### config.mk
export PLATFORM = sky130hd
export DESIGN_NAME = ram_arbiter2_flat
export DESIGN_NICKNAME = d
export VERILOG_FILES = /design/src/rtl/ram_arbiter2_if.sv /design/src/rtl/ram_arbiter2.sv /design/src/flat_wrapper.sv
export SDC_FILE = /design/constraint.sdc
export NUM_CORES = 1
export LEC_CHECK = 0
export CORE_MARGIN = 3
export CORE_UTILIZATION = 23
export CTS_CLUSTER_SIZE = 8
export DETAILED_ROUTE_END_ITERATION = 16
export PLACE_DENSITY = 0.95
export SYNTH_ARGS = -nofsm -noshare
export SYNTH_HDL_FRONTEND = slang
export SYNTH_SLANG_ARGS = --single-unit
### constraint.sdc
create_clock -name clk -period 1.9 [get_ports clk]
set_input_delay 0.475 -clock clk [delete_from_list [all_inputs] [get_ports clk]]
set_output_delay 0.475 -clock clk [all_outputs]
set_load 0.01 [all_outputs]
### src/rtl/ram_arbiter2_if.sv
// ============================================================================
// Module   : ram_arbiter2_if
// Function : Requester-side command/response bundle for ram_arbiter2.
// Revision : 1.0
// ============================================================================
`default_nettype none

interface ram_arbiter2_if #(
  parameter int WIDTH = 8,
  parameter int DEPTH = 8
);
  localparam int ADDRESS_WIDTH = $clog2(DEPTH);

  logic                     req;
  logic                     wr_en;
  logic [ADDRESS_WIDTH-1:0] data_address;
  logic [WIDTH-1:0]         data_in;
  logic                     gnt;
  logic                     rvalid;
  logic [WIDTH-1:0]         data_out;

  // Requester side issues commands and consumes grant/read return.
  modport master (
    output req, wr_en, data_address, data_in,
    input  gnt, rvalid, data_out
  );

  modport slave (
    input  req, wr_en, data_address, data_in,
    output gnt, rvalid, data_out
  );
endinterface

`default_nettype wire

### src/rtl/ram_arbiter2.sv
// ============================================================================
// Module   : ram_arbiter2
// Function : Round-robin arbiter sharing one single-port sync RAM between two
//            requesters, steering each one-cycle-latency read to its owner.
// Revision : 1.0
// ============================================================================
`default_nettype none

module ram_arbiter2 #(
  parameter int  WIDTH         = 8,
  parameter int  DEPTH         = 8,
  localparam int ADDRESS_WIDTH = $clog2(DEPTH)
) (
  input  logic                     clk,
  input  logic                     rst_n,
  ram_arbiter2_if.slave            a,
  ram_arbiter2_if.slave            b,
  output logic                     ram_wr_en,
  output logic [ADDRESS_WIDTH-1:0] ram_data_address,
  output logic [WIDTH-1:0]         ram_data_in,
  input  logic [WIDTH-1:0]         ram_data_out
);

  typedef enum logic [0:0] {
    SEL_A = 1'b0,
    SEL_B = 1'b1
  } sel_e;

  sel_e r_prio;
  sel_e r_rd_owner;
  logic r_rd_pend;

  logic w_req_a;
  logic w_req_b;
  logic w_gnt_a;
  logic w_gnt_b;
  logic w_rd_gnt;

  // Requests are masked while reset is held so no RAM write can slip out.
  assign w_req_a = a.req & rst_n;
  assign w_req_b = b.req & rst_n;

  assign w_gnt_a  = w_req_a & (~w_req_b | (r_prio == SEL_A));
  assign w_gnt_b  = w_req_b & (~w_req_a | (r_prio == SEL_B));
  assign w_rd_gnt = (w_gnt_a & ~a.wr_en) | (w_gnt_b & ~b.wr_en);

  always_comb begin
    ram_wr_en        = 1'b0;
    ram_data_address = '0;
    ram_data_in      = '0;
    if (w_gnt_a) begin
      ram_wr_en        = a.wr_en;
      ram_data_address = a.data_address;
      ram_data_in      = a.data_in;
    end else if (w_gnt_b) begin
      ram_wr_en        = b.wr_en;
      ram_data_address = b.data_address;
      ram_data_in      = b.data_in;
    end
  end

  always_ff @(posedge clk or negedge rst_n) begin
    if (!rst_n) begin
      r_prio     <= SEL_A;
      r_rd_pend  <= 1'b0;
      r_rd_owner <= SEL_A;
    end else begin
      // Last winner drops to lowest priority; idle cycles keep the order.
      if (w_gnt_a) begin
        r_prio <= SEL_B;
      end else if (w_gnt_b) begin
        r_prio <= SEL_A;
      end
      r_rd_pend <= w_rd_gnt;
      if (w_rd_gnt) begin
        r_rd_owner <= w_gnt_b ? SEL_B : SEL_A;
      end
    end
  end

  assign a.gnt      = w_gnt_a;
  assign b.gnt      = w_gnt_b;
  assign a.rvalid   = r_rd_pend & (r_rd_owner == SEL_A);
  assign b.rvalid   = r_rd_pend & (r_rd_owner == SEL_B);
  // Both consumers see the RAM output; each qualifies it with its own rvalid.
  assign a.data_out = ram_data_out;
  assign b.data_out = ram_data_out;

endmodule

`default_nettype wire

### src/flat_wrapper.sv
// flat-port wrapper written by rule: the top's interface ports become plain ports
module ram_arbiter2_flat 
#(
  parameter int  WIDTH         = 8,
  parameter int  DEPTH         = 8,
  localparam int ADDRESS_WIDTH = $clog2(DEPTH)
)
  (clk, rst_n, ram_wr_en, ram_data_address, ram_data_in, ram_data_out, a_req, a_wr_en, a_data_address, a_data_in, a_gnt, a_rvalid, a_data_out, b_req, b_wr_en, b_data_address, b_data_in, b_gnt, b_rvalid, b_data_out);
  ram_arbiter2_if #(.WIDTH(WIDTH), .DEPTH(DEPTH)) a_i ();
  ram_arbiter2_if #(.WIDTH(WIDTH), .DEPTH(DEPTH)) b_i ();
  input  logic clk;
  input  logic rst_n;
  output logic ram_wr_en;
  output logic [ADDRESS_WIDTH-1:0] ram_data_address;
  output logic [WIDTH-1:0] ram_data_in;
  input  logic [WIDTH-1:0] ram_data_out;
  input wire logic [$bits(a_i.req)-1:0] a_req;
  input wire logic [$bits(a_i.wr_en)-1:0] a_wr_en;
  input wire logic [$bits(a_i.data_address)-1:0] a_data_address;
  input wire logic [$bits(a_i.data_in)-1:0] a_data_in;
  output wire logic [$bits(a_i.gnt)-1:0] a_gnt;
  output wire logic [$bits(a_i.rvalid)-1:0] a_rvalid;
  output wire logic [$bits(a_i.data_out)-1:0] a_data_out;
  input wire logic [$bits(b_i.req)-1:0] b_req;
  input wire logic [$bits(b_i.wr_en)-1:0] b_wr_en;
  input wire logic [$bits(b_i.data_address)-1:0] b_data_address;
  input wire logic [$bits(b_i.data_in)-1:0] b_data_in;
  output wire logic [$bits(b_i.gnt)-1:0] b_gnt;
  output wire logic [$bits(b_i.rvalid)-1:0] b_rvalid;
  output wire logic [$bits(b_i.data_out)-1:0] b_data_out;
  assign a_i.req = a_req;
  assign a_i.wr_en = a_wr_en;
  assign a_i.data_address = a_data_address;
  assign a_i.data_in = a_data_in;
  assign a_gnt = a_i.gnt;
  assign a_rvalid = a_i.rvalid;
  assign a_data_out = a_i.data_out;
  assign b_i.req = b_req;
  assign b_i.wr_en = b_wr_en;
  assign b_i.data_address = b_data_address;
  assign b_i.data_in = b_data_in;
  assign b_gnt = b_i.gnt;
  assign b_rvalid = b_i.rvalid;
  assign b_data_out = b_i.data_out;
  ram_arbiter2 #(.WIDTH(WIDTH), .DEPTH(DEPTH)) u_core (.clk(clk), .rst_n(rst_n), .a(a_i), .b(b_i), .ram_wr_en(ram_wr_en), .ram_data_address(ram_data_address), .ram_data_in(ram_data_in), .ram_data_out(ram_data_out));
endmodule
==> qor.yml, run 1 <==
ys_warn_count: 0
drive_gt1_share_pct: 43.4
p_leak_nw: 0.364
vdd.ir_drop.worst_mv: 0.233
layout.nets: 120
maxClockFrequency_ghz: 0.541
yosys.area_share.xor_xnor_pct: 0
timing.final.hold_violations: 0
synth-adder-area-share_pct: 0
cp_data_arrival_time_ns: 1.37
tritonroute_pass_1_iters: 4
gr-usage-met2_pct: 26.4
synth_top_family_by_area: "compound AO/OA/AOI/OAI gates"
worst_slew_margin_rel_pct: 82.1
netSwitchingPower_mw: 0.115
synthesis.area_sq_um: 414
core_area_sq_um: 1590
critical_path.startpoint_type: "input pin"
design.portCount: 68
synthesis.instances: 46
portion_of_total_power_attributed_to_sequential_cells_pct: 22.7
synth-simple-area-share_pct: 5.74
worstHoldPathType: "input pin to asynchronous set/reset pin"
dr_total_vias: 468
detail_placement_hpwl_mm: 1.17
placer_congestion: 0.749
worst-path-max-fanout: 6
cts_max_level: 1
cts_tree: "yes"
post-route-period-util_pct: 97.3
cellInternalPower_mw: 0.268
synth.distinct_cells: 16
grt_overflow_total: 0
cts-root-buf: "sky130_fd_sc_hd__clkbuf_4"
number_of_antenna_violations_at_the_first_check_in_global_routing: 0
first_global_vias: 531
crit_required_ns: 1.42
synthesis.nets: 82
worstSetupPathType: "input pin to primary output"
routed_wire_length_per_instance_um: 14.3
nFillCells: 161
dieArea_sq_um: 2350
avgViaCountPerCell: 4.37
port_buffers: 43
antenna_left: 0
sw_frac_of_total_pct: 30.1
final.hold.worst_slack_ns: 0.255
first_pass_grt_wire_length_mm: 2.43
grt_util_all_layers_pct: 13.6
drv.max_cap_violation_count: 0
cts_inserted_buffers: 3
worst_r2r_path_depth: 3
cts_num_sinks: 3
end_kind: "primary output"
ff2ff_setup_slack_ns: 0.74
area_growth_pct: 90.6
groute.layer.met3.usage_pct: 5.21
drt-total-wl_mm: 1.53
power_per_cell_area_nw_per_um2: 485
muxShareOfSynthArea_pct: 0
gr-max-usage-layer: "met2"
use_met1_pct: 12.2
actual_transition_at_the_worst_max_transition_pin_ns: 0.266
ant_diodes: 0
slew_viol_final: 0
fp.dieH_um: 48.4
synth_compound_area_share_pct: 39.3
num_rows: 14
fin_worst_skew_ns: 0.00123
p_comb_share_pct: 48.6
setup_viol: 0
place_inst: 100
unrepaired_setup_endpoints_after_global_routing: "false"
power.clock.fraction_pct: 28.7
drtIter0Drc: 5
synth.avg_cell_area_sq_um: 9.00
synth_sequential_area_ratio_pct: 18.1
cts.reportedPaths.clkPinSlew_ns: 0.04
synth-seq-cells: 3
start_util_pct: 26.0
crit_reg_reg_endpoint: "u_core.r_rd_owner"
multiInputGateArea_sq_um: 196
finalWorstPathRequiredPeriod_ns: 1.85
final_cell_count_no_fill: 107
worstSkewPairLatency_ns: 0.23
start_of_the_worst_register_to_register_path: "u_core.r_prio"
sequential_cell_area_sq_um: 76.3
width_of_the_die_um: 48.4
run_status: "finished, final reports clean"
grt_max_degree: 8
remaining_drc_errors: 0
cts.path.max_buffers: 2
[worst max-delay path by stage]
stage	start	depth (start not counted)	slack, ns	endpoint
floorplan	a_req	5	0.35	ram_data_address[0]
global placement	rst_n	6	-0.63	ram_data_address[1]
detailed placement	rst_n	6	-0.68	ram_data_in[1]
CTS	u_core.r_prio	6	0.01	ram_data_in[7]
global route	rst_n	6	0.01	ram_wr_en
finish	rst_n	6	0.05	ram_data_in[7]
[what timing repair did]
action	in CTS	in global routing
hold endpoints to repair	0	0
pin swaps	3	4
setup buffers	3	1
resized for setup	67	4
gates cloned	2	0
hold buffers	0	0
setup endpoints to repair	14	13
[worst max-delay path, cell delays in order]
cell and delay (ns):
sky130_fd_sc_hd__clkdlybuf4s15_2 0.20, sky130_fd_sc_hd__nand2_1 0.10, sky130_fd_sc_hd__a21o_4 0.16, sky130_fd_sc_hd__inv_6 0.05, sky130_fd_sc_hd__a22o_2 0.24, sky130_fd_sc_hd__buf_2 0.13
[through the flow]
step | total power, mW | setup WS (ns) | setup TNS [ns] | instance area, sq um | utilization [%]
after floorplan | 0.189 | 0.346 | 0 | 414 | -
after global placement | 0.277 | -0.626 | -8.33 | 782 | 49.1
after detailed placement | 0.282 | -0.682 | -9.01 | 782 | 49.1
after CTS | 0.398 | 0.00967 | 0 | 826 | 51.8
after global routing | 0.409 | 0.00997 | 0 | 790 | 49.5
final | 0.383 | 0.0504 | 0 | 790 | 49.5
[state kept, by name, indices dropped and copies added (netlist names)]
signal and cells:
u_core.r_prio 1, u_core.r_rd_owner 1, u_core.r_rd_pend 1
[area by class of cell]
type | count | share of cell area (%)
inverters | 2 | 1.90
flip-flops and latches | 3 | 9.67
multi-input cells | 23 | 24.9
clock buffers | 4 | 3.33
repair inverters | 1 | 1.11
repair buffers | 50 | 55.3
well taps | 24 | 3.80
[placed cells by master (no fill, tap or decap)]
cell type,synthesis,layout
sky130_fd_sc_hd__buf_6,0,3
sky130_fd_sc_hd__nand2_2,0,1
sky130_fd_sc_hd__a21oi_4,0,1
sky130_fd_sc_hd__clkdlybuf4s15_2,0,3
sky130_fd_sc_hd__a22o_1,9,9
sky130_fd_sc_hd__clkdlybuf4s15_1,0,1
sky130_fd_sc_hd__inv_6,0,1
sky130_fd_sc_hd__a22o_2,3,3
sky130_fd_sc_hd__dfrtp_2,0,1
sky130_fd_sc_hd__dfrtp_1,3,2
sky130_fd_sc_hd__and2_1,1,1
sky130_fd_sc_hd__nor2b_1,1,1
sky130_fd_sc_hd__a211oi_1,1,1
sky130_fd_sc_hd__dlygate4sd2_1,0,1
sky130_fd_sc_hd__o21bai_1,1,1
sky130_fd_sc_hd__buf_2,0,12
sky130_fd_sc_hd__a21o_4,1,1
sky130_fd_sc_hd__nand2_1,3,2
sky130_fd_sc_hd__clkdlybuf4s50_1,0,26
sky130_fd_sc_hd__inv_2,0,1
sky130_fd_sc_hd__o21ai_0,1,1
sky130_fd_sc_hd__buf_4,17,4
sky130_fd_sc_hd__inv_8,0,1
sky130_fd_sc_hd__o22a_2,1,1
sky130_fd_sc_hd__clkbuf_1,0,1
sky130_fd_sc_hd__clkbuf_4,0,3
[cells by family (layout without fill, tap and decap cells)]
family          count (synthesis)  count (layout)
compound gates                 18              18
buf+inv                        20              57
flops                           3               3
simple gates                    5               5
[power by group through the flow]
stage | logic (mW) | registers [mW] | clock network, mW
global placement | 0.193 | 0.0840 | 0
finish | 0.186 | 0.0869 | 0.110
global route | 0.201 | 0.0888 | 0.119
CTS | 0.199 | 0.0854 | 0.113
floorplan | 0.106 | 0.0823 | 0
detailed placement | 0.197 | 0.0854 | 0
[synth_stat cells]
cell                       number  area share, %
sky130_fd_sc_hd__buf_8          1            3.6
sky130_fd_sc_hd__o21bai_1       1            1.8
sky130_fd_sc_hd__a22o_1         9             19
sky130_fd_sc_hd__dfrtp_1        3             18
sky130_fd_sc_hd__nand2_1        3            2.7
sky130_fd_sc_hd__a22o_2         3            7.3
sky130_fd_sc_hd__buf_4         17             31
sky130_fd_sc_hd__o21ai_0        1            1.2
sky130_fd_sc_hd__inv_4          1            1.5
sky130_fd_sc_hd__a211oi_1       1            1.8
sky130_fd_sc_hd__nor2b_1        1            1.5
sky130_fd_sc_hd__inv_1          1           0.91
sky130_fd_sc_hd__and2_1         1            1.5
sky130_fd_sc_hd__o22a_2         1            2.4
sky130_fd_sc_hd__a21o_4         1            3.6
sky130_fd_sc_hd__a21oi_2        1            2.1
[routing by layer]
layer,wire [um],vias up
met1,556,211
met3,163,2
met2,803,32
met4,6,0
met5,0,-
li1,-,223
Note: power is estimated with default switching activity, not from simulation.
==> inputs of run 2 (changes only) <==
Settings changed: CTS_CLUSTER_DIAMETER set to 80.
==> results of run 2 <==
The final DEF is identical to that of run 1; final timing and power are the same.
